$ cat config.mk
export PLATFORM = sky130hd
export DESIGN_NAME = trigger_gate_ctrl_flat
export DESIGN_NICKNAME = d
export VERILOG_FILES = /design/src/rtl/trigger_gate_ctrl_if.sv /design/src/rtl/trigger_gate_ctrl.sv /design/src/flat_wrapper.sv
export SDC_FILE = /design/constraint.sdc
export NUM_CORES = 1
export LEC_CHECK = 0
export CORE_MARGIN = 10
export CORE_UTILIZATION = 49
export CTS_CLUSTER_SIZE = 20
export DETAILED_ROUTE_END_ITERATION = 16
export PLACE_DENSITY = 0.76
export SYNTH_ARGS = -nofsm -noshare
export SYNTH_HDL_FRONTEND = slang
export SYNTH_SLANG_ARGS = --single-unit
$ cat constraint.sdc
create_clock -name aclk -period 2.2 [get_ports aclk]
set_input_delay 0.44 -clock aclk [delete_from_list [all_inputs] [get_ports aclk]]
set_output_delay 0.44 -clock aclk [all_outputs]
set_load 0.02 [all_outputs]
$ cat src/rtl/trigger_gate_ctrl_if.sv
// Control/status bundle between software-facing registers and trigger_gate_ctrl.
// Signal names follow the register map, so they carry no direction suffix.
interface trigger_gate_ctrl_if #(
    parameter int CNT_W = 32,
    parameter int REP_W = 16
);
    logic             go;
    logic             stop;
    logic             ext_trig;
    logic             start;
    logic             busy;
    logic             done;
    logic [REP_W-1:0] win_cnt;
    logic             MODE_REG;
    logic [CNT_W-1:0] DELAY_REG;
    logic [CNT_W-1:0] LENGTH_REG;
    logic [CNT_W-1:0] GAP_REG;
    logic [REP_W-1:0] REPEAT_REG;

    modport master (
        output go, stop, ext_trig,
        output MODE_REG, DELAY_REG, LENGTH_REG, GAP_REG, REPEAT_REG,
        input  start, busy, done, win_cnt
    );

    modport slave (
        input  go, stop, ext_trig,
        input  MODE_REG, DELAY_REG, LENGTH_REG, GAP_REG, REPEAT_REG,
        output start, busy, done, win_cnt
    );
endinterface

$ cat src/rtl/trigger_gate_ctrl.sv
// Gating controller: delay, then REPEAT_REG+1 start windows separated by gaps.
// Define TRIG_GATE_EXT_SYNC_EN to put ext_trig through a 2-flop synchronizer.
module trigger_gate_ctrl #(
    parameter int CNT_W = 32,
    parameter int REP_W = 16
) (
    input  logic                 aclk,
    input  logic                 aresetn,
    trigger_gate_ctrl_if.slave   gate_if
);

    typedef enum logic [2:0] {
        ST_IDLE      = 3'd0,
        ST_WAIT_TRIG = 3'd1,
        ST_DELAY     = 3'd2,
        ST_ACTIVE    = 3'd3,
        ST_GAP       = 3'd4,
        ST_DONE      = 3'd5
    } state_e;

    localparam logic [CNT_W-1:0] CNT_ONE = CNT_W'(1);
    localparam logic [REP_W-1:0] REP_ONE = REP_W'(1);

    state_e           state_q, state_d;
    logic [CNT_W-1:0] cnt_q, cnt_d;
    logic [REP_W-1:0] rep_cnt_q, rep_cnt_d;
    logic [REP_W-1:0] win_cnt_q, win_cnt_d;
    logic             mode_q;
    logic [CNT_W-1:0] delay_q, length_q, gap_q;
    logic [REP_W-1:0] repeat_q;
    logic             start_q, busy_q, done_q;
    logic             trig_edge_s;
    logic             abort_s;

`ifdef TRIG_GATE_EXT_SYNC_EN
    logic sync1_q, sync2_q, sync2_dly_q, edge_q;

    // Synchronizer plus registered edge detector; two consecutive highs are needed.
    always_ff @(posedge aclk) begin
        if (!aresetn) begin
            sync1_q     <= 1'b0;
            sync2_q     <= 1'b0;
            sync2_dly_q <= 1'b0;
            edge_q      <= 1'b0;
        end else begin
            sync1_q     <= gate_if.ext_trig;
            sync2_q     <= sync1_q;
            sync2_dly_q <= sync2_q;
            edge_q      <= sync1_q & sync2_q & ~sync2_dly_q;
        end
    end

    assign trig_edge_s = edge_q;
`else
    logic ext_dly_q;

    // Previous-cycle copy of the already-synchronous ext_trig.
    always_ff @(posedge aclk) begin
        if (!aresetn) begin
            ext_dly_q <= 1'b0;
        end else begin
            ext_dly_q <= gate_if.ext_trig;
        end
    end

    assign trig_edge_s = gate_if.ext_trig & ~ext_dly_q;
`endif

    // Shadow copies track the registers only while idle, so a run uses frozen values.
    always_ff @(posedge aclk) begin
        if (!aresetn) begin
            mode_q   <= 1'b0;
            delay_q  <= '0;
            length_q <= '0;
            gap_q    <= '0;
            repeat_q <= '0;
        end else if (state_q == ST_IDLE) begin
            mode_q   <= gate_if.MODE_REG;
            delay_q  <= gate_if.DELAY_REG;
            length_q <= gate_if.LENGTH_REG;
            gap_q    <= gate_if.GAP_REG;
            repeat_q <= gate_if.REPEAT_REG;
        end
    end

    // DONE is allowed to finish even under stop so the completion pulse is never lost.
    assign abort_s = gate_if.stop && (state_q != ST_IDLE) && (state_q != ST_DONE);

    // Next-state and counter logic.
    always_comb begin
        state_d   = state_q;
        cnt_d     = cnt_q;
        rep_cnt_d = rep_cnt_q;
        win_cnt_d = win_cnt_q;
        if (abort_s) begin
            state_d   = ST_IDLE;
            cnt_d     = '0;
            rep_cnt_d = '0;
        end else begin
            case (state_q)
                ST_IDLE: begin
                    cnt_d     = '0;
                    rep_cnt_d = '0;
                    if (gate_if.go && !gate_if.stop) begin
                        win_cnt_d = '0;
                        state_d   = mode_q ? ST_WAIT_TRIG : ST_DELAY;
                    end else begin
                        state_d = ST_IDLE;
                    end
                end
                ST_WAIT_TRIG: begin
                    if (trig_edge_s) begin
                        state_d = ST_DELAY;
                    end else begin
                        state_d = ST_WAIT_TRIG;
                    end
                end
                ST_DELAY: begin
                    if (cnt_q == delay_q) begin
                        state_d = ST_ACTIVE;
                        cnt_d   = '0;
                    end else begin
                        cnt_d = cnt_q + CNT_ONE;
                    end
                end
                ST_ACTIVE: begin
                    if (cnt_q == length_q) begin
                        cnt_d     = '0;
                        win_cnt_d = win_cnt_q + REP_ONE;
                        if (rep_cnt_q == repeat_q) begin
                            state_d = ST_DONE;
                        end else begin
                            state_d   = ST_GAP;
                            rep_cnt_d = rep_cnt_q + REP_ONE;
                        end
                    end else begin
                        cnt_d = cnt_q + CNT_ONE;
                    end
                end
                ST_GAP: begin
                    if (cnt_q == gap_q) begin
                        state_d = ST_ACTIVE;
                        cnt_d   = '0;
                    end else begin
                        cnt_d = cnt_q + CNT_ONE;
                    end
                end
                ST_DONE: begin
                    state_d = ST_IDLE;
                end
                default: begin
                    state_d   = ST_IDLE;
                    cnt_d     = '0;
                    rep_cnt_d = '0;
                end
            endcase
        end
    end

    // State, counters and outputs; outputs are flops that mirror the next state.
    always_ff @(posedge aclk) begin
        if (!aresetn) begin
            state_q   <= ST_IDLE;
            cnt_q     <= '0;
            rep_cnt_q <= '0;
            win_cnt_q <= '0;
            start_q   <= 1'b0;
            busy_q    <= 1'b0;
            done_q    <= 1'b0;
        end else begin
            state_q   <= state_d;
            cnt_q     <= cnt_d;
            rep_cnt_q <= rep_cnt_d;
            win_cnt_q <= win_cnt_d;
            start_q   <= (state_d == ST_ACTIVE);
            busy_q    <= (state_d != ST_IDLE);
            done_q    <= (state_d == ST_DONE);
        end
    end

    assign gate_if.start   = start_q;
    assign gate_if.busy    = busy_q;
    assign gate_if.done    = done_q;
    assign gate_if.win_cnt = win_cnt_q;

endmodule

$ cat src/flat_wrapper.sv
// flat-port wrapper written by rule: the top's interface ports become plain ports
module trigger_gate_ctrl_flat 
#(
    parameter int CNT_W = 32,
    parameter int REP_W = 16
)
  (aclk, aresetn, gate_if_go, gate_if_stop, gate_if_ext_trig, gate_if_MODE_REG, gate_if_DELAY_REG, gate_if_LENGTH_REG, gate_if_GAP_REG, gate_if_REPEAT_REG, gate_if_start, gate_if_busy, gate_if_done, gate_if_win_cnt);
  trigger_gate_ctrl_if #(.CNT_W(CNT_W), .REP_W(REP_W)) gate_if_i ();
  input  logic aclk;
  input  logic aresetn;
  input wire logic [$bits(gate_if_i.go)-1:0] gate_if_go;
  input wire logic [$bits(gate_if_i.stop)-1:0] gate_if_stop;
  input wire logic [$bits(gate_if_i.ext_trig)-1:0] gate_if_ext_trig;
  input wire logic [$bits(gate_if_i.MODE_REG)-1:0] gate_if_MODE_REG;
  input wire logic [$bits(gate_if_i.DELAY_REG)-1:0] gate_if_DELAY_REG;
  input wire logic [$bits(gate_if_i.LENGTH_REG)-1:0] gate_if_LENGTH_REG;
  input wire logic [$bits(gate_if_i.GAP_REG)-1:0] gate_if_GAP_REG;
  input wire logic [$bits(gate_if_i.REPEAT_REG)-1:0] gate_if_REPEAT_REG;
  output wire logic [$bits(gate_if_i.start)-1:0] gate_if_start;
  output wire logic [$bits(gate_if_i.busy)-1:0] gate_if_busy;
  output wire logic [$bits(gate_if_i.done)-1:0] gate_if_done;
  output wire logic [$bits(gate_if_i.win_cnt)-1:0] gate_if_win_cnt;
  assign gate_if_i.go = gate_if_go;
  assign gate_if_i.stop = gate_if_stop;
  assign gate_if_i.ext_trig = gate_if_ext_trig;
  assign gate_if_i.MODE_REG = gate_if_MODE_REG;
  assign gate_if_i.DELAY_REG = gate_if_DELAY_REG;
  assign gate_if_i.LENGTH_REG = gate_if_LENGTH_REG;
  assign gate_if_i.GAP_REG = gate_if_GAP_REG;
  assign gate_if_i.REPEAT_REG = gate_if_REPEAT_REG;
  assign gate_if_start = gate_if_i.start;
  assign gate_if_busy = gate_if_i.busy;
  assign gate_if_done = gate_if_i.done;
  assign gate_if_win_cnt = gate_if_i.win_cnt;
  trigger_gate_ctrl #(.CNT_W(CNT_W), .REP_W(REP_W)) u_core (.aclk(aclk), .aresetn(aresetn), .gate_if(gate_if_i));
endmodule
### After elaboration in Yosys (flattened, before gate mapping)

Index checks and enable logic that the tools add are counted.

| storage, ports and cells | value |
|---|---|
| memories | 0 |
| latch bits | 0 |
| memory bits (writable) | 0 |
| input port bits | 118 |
| flip-flop bits (word level) | 184 |
| bits in read-only memories | 0 |

| cells by class | value |
|---|---|
| bitwise logic cells | 5 |
| add/sub/neg operators | 3 |
| muxes and demuxes | 19 |
| eq/ne operators | 15 |
| $lt $le $gt $ge | 0 |
| $mul | 0 |
| divide/modulo/power cells | 0 |
| shift operators | 0 |
| reduce and logical (&&, ||, !) cells | 13 |

Operator list:

| kind | number |
|---|---|
| $pmux W32 S4 | 1 |
| $eq A32 B32 Y1 | 3 |
| $mux W32 | 3 |
| $mux W16 | 4 |
| $pmux W16 S2 | 2 |
| $add A16 B1 Y16 const B | 2 |
| $add A32 B1 Y32 const B | 1 |
| $eq A16 B16 Y1 | 1 |
| $mux W3 | 5 |
| $pmux W3 S5 | 1 |
| $eq A3 B2 Y1 const B | 3 |
| $eq A3 B3 Y1 const B | 3 |
| $reduce_bool A3 Y1 | 2 |
| $mux W2 | 2 |
| $ne A2 B2 Y1 const B | 2 |
| $not A1 Y1 | 4 |
| $reduce_and A4 Y1 | 1 |
| $reduce_or A2 Y1 | 2 |
| $reduce_or A4 Y1 | 1 |
| $eq A3 B1 Y1 const B | 1 |
| $logic_and A1 B1 Y1 | 3 |
| $logic_not A3 Y1 | 1 |
| $ne A3 B3 Y1 const B | 1 |
| $reduce_and A3 Y1 | 1 |
| other kinds (5) | 5 |

### Logic depth before layout (Yosys ltp)

| logic depth | value |
|---|---|
| depth in word-level cells | 6 |
| gate-level depth with buffers | 9 |
| gate-level depth less buffers | 8 |

### Worst setup path after synthesis

OpenSTA, ideal clock, no wires.

| timing path | value |
|---|---|
| path kind | reg2reg |
| from | register u_core.cnt_q[0] |
| to | register u_core.cnt_q[29] |
| arrival time | 2.111 ns |
| buffers on the path | 2 |
| path slack | -0.027 ns |
| data required time | 2.084 ns |
| cell stages (with the launch flop) | 10 |
| path through | dfxtp_1 > clkbuf_1 > nand3_1 > or3b_1 > clkbuf_1 > nor4_2 > nand4_1 > and2_1 > o21ai_0 > nand2_1 |

| on the way | value |
|---|---|
| longest elaborated chain between the ends | 3 |
| elaborated cells on any way between the ends | 8 |
| those cells by class | 1 x add/sub; 3 x eq/ne; 4 x mux |

Ends and longest elaborated chain:

| what | RTL line | RTL |
|---|---|---|
| start: declaration | trigger_gate_ctrl.sv:25 | `logic [CNT_W-1:0] cnt_q, cnt_d;` |
| start signal: assignment | trigger_gate_ctrl.sv:172 | `cnt_q <= cnt_d;` |
| $add A32 B1 Y32, or another cell as far along | trigger_gate_ctrl.sv:123, trigger_gate_ctrl.sv:137, trigger_gate_ctrl.sv:145 |  |
| $mux W32 (on tied branches) | trigger_gate_ctrl.sv:141, trigger_gate_ctrl.sv:119, trigger_gate_ctrl.sv:127 |  |
| $pmux W32 S4 * | trigger_gate_ctrl.sv:100 | `case (state_q)` |

Every way passes the cells marked *; elsewhere a longest branch is shown, timed or not.
A chain may end at the register's enable or synchronous reset.

### Worst setup path after layout

| timing path | value |
|---|---|
| from | register u_core.cnt_q[5] |
| to | register u_core.win_cnt_q[11] (netlist: u_core.gate_if.win_cnt[11]) |

| on the way | value |
|---|---|
| longest elaborated chain between the ends | 3 |

Ends and longest elaborated chain:

| what | RTL line | RTL |
|---|---|---|
| $eq A32 B32 Y1 | trigger_gate_ctrl.sv:127 | `if (cnt_q == length_q) begin` |
| $ne A2 B1 Y1 (no source line) | -- |  |
| $reduce_and A4 Y1 (no source line) | -- |  |
| end signal: assignment | trigger_gate_ctrl.sv:174 | `win_cnt_q <= win_cnt_d;` |
| end: declaration | trigger_gate_ctrl.sv:27 | `logic [REP_W-1:0] win_cnt_q, win_cnt_d;` |

No other way between the ends.

==> impl_metrics.ini <==
[status]
status = finished, violations left
violations = negative setup slack

[die]
start_util_pct = 50.2
num_io_pins = 137
fp-row-count = 49
core_mm2 = 0.0181
fp.dieW_um = 156
die_area_mm2 = 0.0244
die_h_um = 156

[detailed_routing]
wl_per_cell_um = 19.3
drt-initial-drc-count = 837
drtPass1Iterations = 7
vias = 8929
vias_per_cell = 5.68
drc = 0
ant_nets = 0
wirelength_um = 30300

[yosys]
netlist.area_leader.share_pct = 40.6
synthMuxAreaShare_pct = 0.220
synth_largest_area_cell = dfxtp_1
yosys.cell_types.count = 55
synthesis.area_mm2 = 0.00908
synth_compound_gate_area_share_pct = 16.7
synth_ff_type = dfxtp_1
synth_area_leaders = dfxtp_1 (41%), nand2_1 (12%), a21boi_0 (9.3%)
synth_top_family_by_area = simple AND/OR/NAND/NOR gates
synth_seq_area_share_pct = 40.6
syn_inst = 1124
synth_fa_ha_area_share_pct = 0.413
syn_nets = 1245
syn_avg_cell_area_um2 = 8.08
synth_simple_gate_area_share_pct = 24.2
yosys_register_bits = 184
async_flop_share_pct = 0
synth_edf_count = 0
yosys_warnings = 0
synth_xor_area_share_pct = 13.0

[layout]
antenna_cells = 0
final_nets = 1451
drive_gt1_share_pct = 21.1
mostFrequentLayoutCell = nand2_1
final_cells = 1572
fill_cells = 1360
syn2layout_area_growth_pct = 39.5
final_cell_mix = nand2_1 (290), dfxtp_1 (154), clkdlybuf4s50_1 (135)

[sta]
fin_ws_ns = -0.144
setup_viol = 42
grt_setup_unrepaired = true
fin_crit_sh_pct = 107
hold_viol_final = 0
min_period_ns = 2.34
tns_ns = -2.51
drv_slew = 0
slew_headroom_pct = 60.1
holdWs_ns = 0.475
fmax_ghz = 0.427
tightestPinTransition_ns = 0.598
skew_ns = 0.0104

[pwr]
p_per_area_mw_per_mm2 = 638
pwr-share-comb_pct = 15.8
p_int_mw = 5.78
peakVddDrop_mv = 0.551
p_leak_nw = 5.12
power.switching_mw = 2.30
clkPwrFrac_pct = 38.5
power_switching_share_pct = 28.5
p_seq_share_pct = 45.7

[clock_network]
clk_latency_ns = 0.45
cts_buffers = 17
cts.reportedPaths.clkPinSlew_ns = 0.07
ctsHoldBuffers = 0
cts_max_path_buffers = 2
htree_levels = 4
root_buffer = clkbuf_16
cts_sinks = 184
cts_tree = yes

[placement]
hpwl_um = 21300
routabilityCongestion = 1.00
port_buffers = 136
placed_cells = 1522

[worst_setup_path]
cp-start-kind = flip-flop
critPathSlowestCell = or4_4
critPathMaxFanout = 10
max_stage_delay_ns = 0.48
worstPathCellList = xor2_1 > nor4_2 > nand4_1 > buf_6 > nor4_4 > buf_4 > nor2_4 > or4_4 > a21oi_2
end_kind = flip-flop
path_class = reg -> reg
arrival_ns = 2.72
critPathRequiredTime_ns = 2.58

[run]
cap_violations = 0

[grt]
grt_pass1_vias = 8383
track_usage_pct = 23.1
grt_pass1_wl_um = 44900
grt_overflow = 0
antenna_found_initial = 1
grt_max_degree = 75

[min_path]
hp-class = reg -> reg
-- sequential cells by signal, summed over array words and instances, names as in the netlist, 3 cells and up --
signal	cells
u_core.gap_q	32
u_core.rep_cnt_q	16
u_core.delay_q	32
u_core.state_q	3
u_core.gate_if.win_cnt	16
u_core.repeat_q	16
u_core.cnt_q	32
u_core.length_q	32
-- metrics by stage --
stage	setup slack [ns]	instance area, µm²	power (mW)	util [%]
3_5_place_dp	-0.280	11300	4.90	62.3
3_3_place_gp	-0.223	11300	4.88	62.3
4_1_cts	-0.0949	12000	7.97	66.5
6_report	-0.144	12700	8.08	70.1
2_1_floorplan	0.000504	9080	4.34	-
5_1_grt	-0.263	12700	8.35	70.1
-- layer usage --
layer	global-route usage [%]	vias to the layer above	wire length (µm)
met5	0	-	0
met4	10.5	0	1280
met3	5.02	100	2550
met2	35.2	435	13400
met1	30.6	4187	13100
li1	-	4207	-
-- worst max-delay path: cells and delay by family (launching register included) --
family | cells | cell delay [ns]
AO/OA/AOI/OAI | 1 | 0.13
XOR/XNOR | 1 | 0.18
AND/OR/NAND/NOR | 5 | 1.28
buffers and inverters | 2 | 0.35
flip-flops | 1 | 0.33
-- synth_stat cells (all sizes together) (4+ instances only) --
cell type	n
and3	8
o21ai	41
nor2	31
a21oi	29
nor4	25
a21boi	113
inv	13
buf	27
or4	12
or3	20
and2	7
xor2	79
clkbuf	58
nand4	30
xnor2	56
nor3	11
o31ai	8
nand2	292
dfxtp	184
nor2b	6
o211ai	8
a21o	4
nand3	24
-- area by class of cell --
type,instances,area (µm²),area share [%]
multi-input combinational,842,5460,43.1
sequential,184,3750,29.6
timing repair buffer,272,2540,20.0
clock buffer,18,439,3.47
tap,229,287,2.26
clock inverter,14,150,1.18
inverter,13,48.8,0.385
-- power by group through the flow --
stage / sequential, mW / clock (mW) / combinational (mW)
floorplan: 3.71 / 0 / 0.634
global placement: 3.76 / 0 / 1.12
detailed placement: 3.76 / 0 / 1.13
CTS: 3.69 / 3.12 / 1.16
global route: 3.71 / 3.25 / 1.39
finish: 3.69 / 3.12 / 1.28
-- logic make-up after synthesis --
family	count (synthesis)
xor+xnor	135
compound gates	223
simple gates	479
mux	2
flops	184
fa+ha+maj	3
buf+inv	98
-- what timing repair did --
item | 4_1_cts | 5_1_grt
hold endpoints to repair | 0 | 0
pin swaps | 24 | 47
gates cloned | 0 | 2
endpoints found under the setup margin | 59 | 66
resized for setup | 39 | 147
buffers inserted | 5 | 15
-- final timing paths --
check	start	slack (ns)	depth (start not counted)	to
max	u_core.cnt_q[5]	-0.14	9	u_core.gate_if.win_cnt[11]
min reg2reg	u_core.gap_q[4]	0.48	2	u_core.gap_q[4]
max reg2reg	u_core.cnt_q[5]	-0.14	9	u_core.gate_if.win_cnt[11]
min	u_core.gap_q[4]	0.48	2	u_core.gap_q[4]
(Power assumes the default switching activity.)
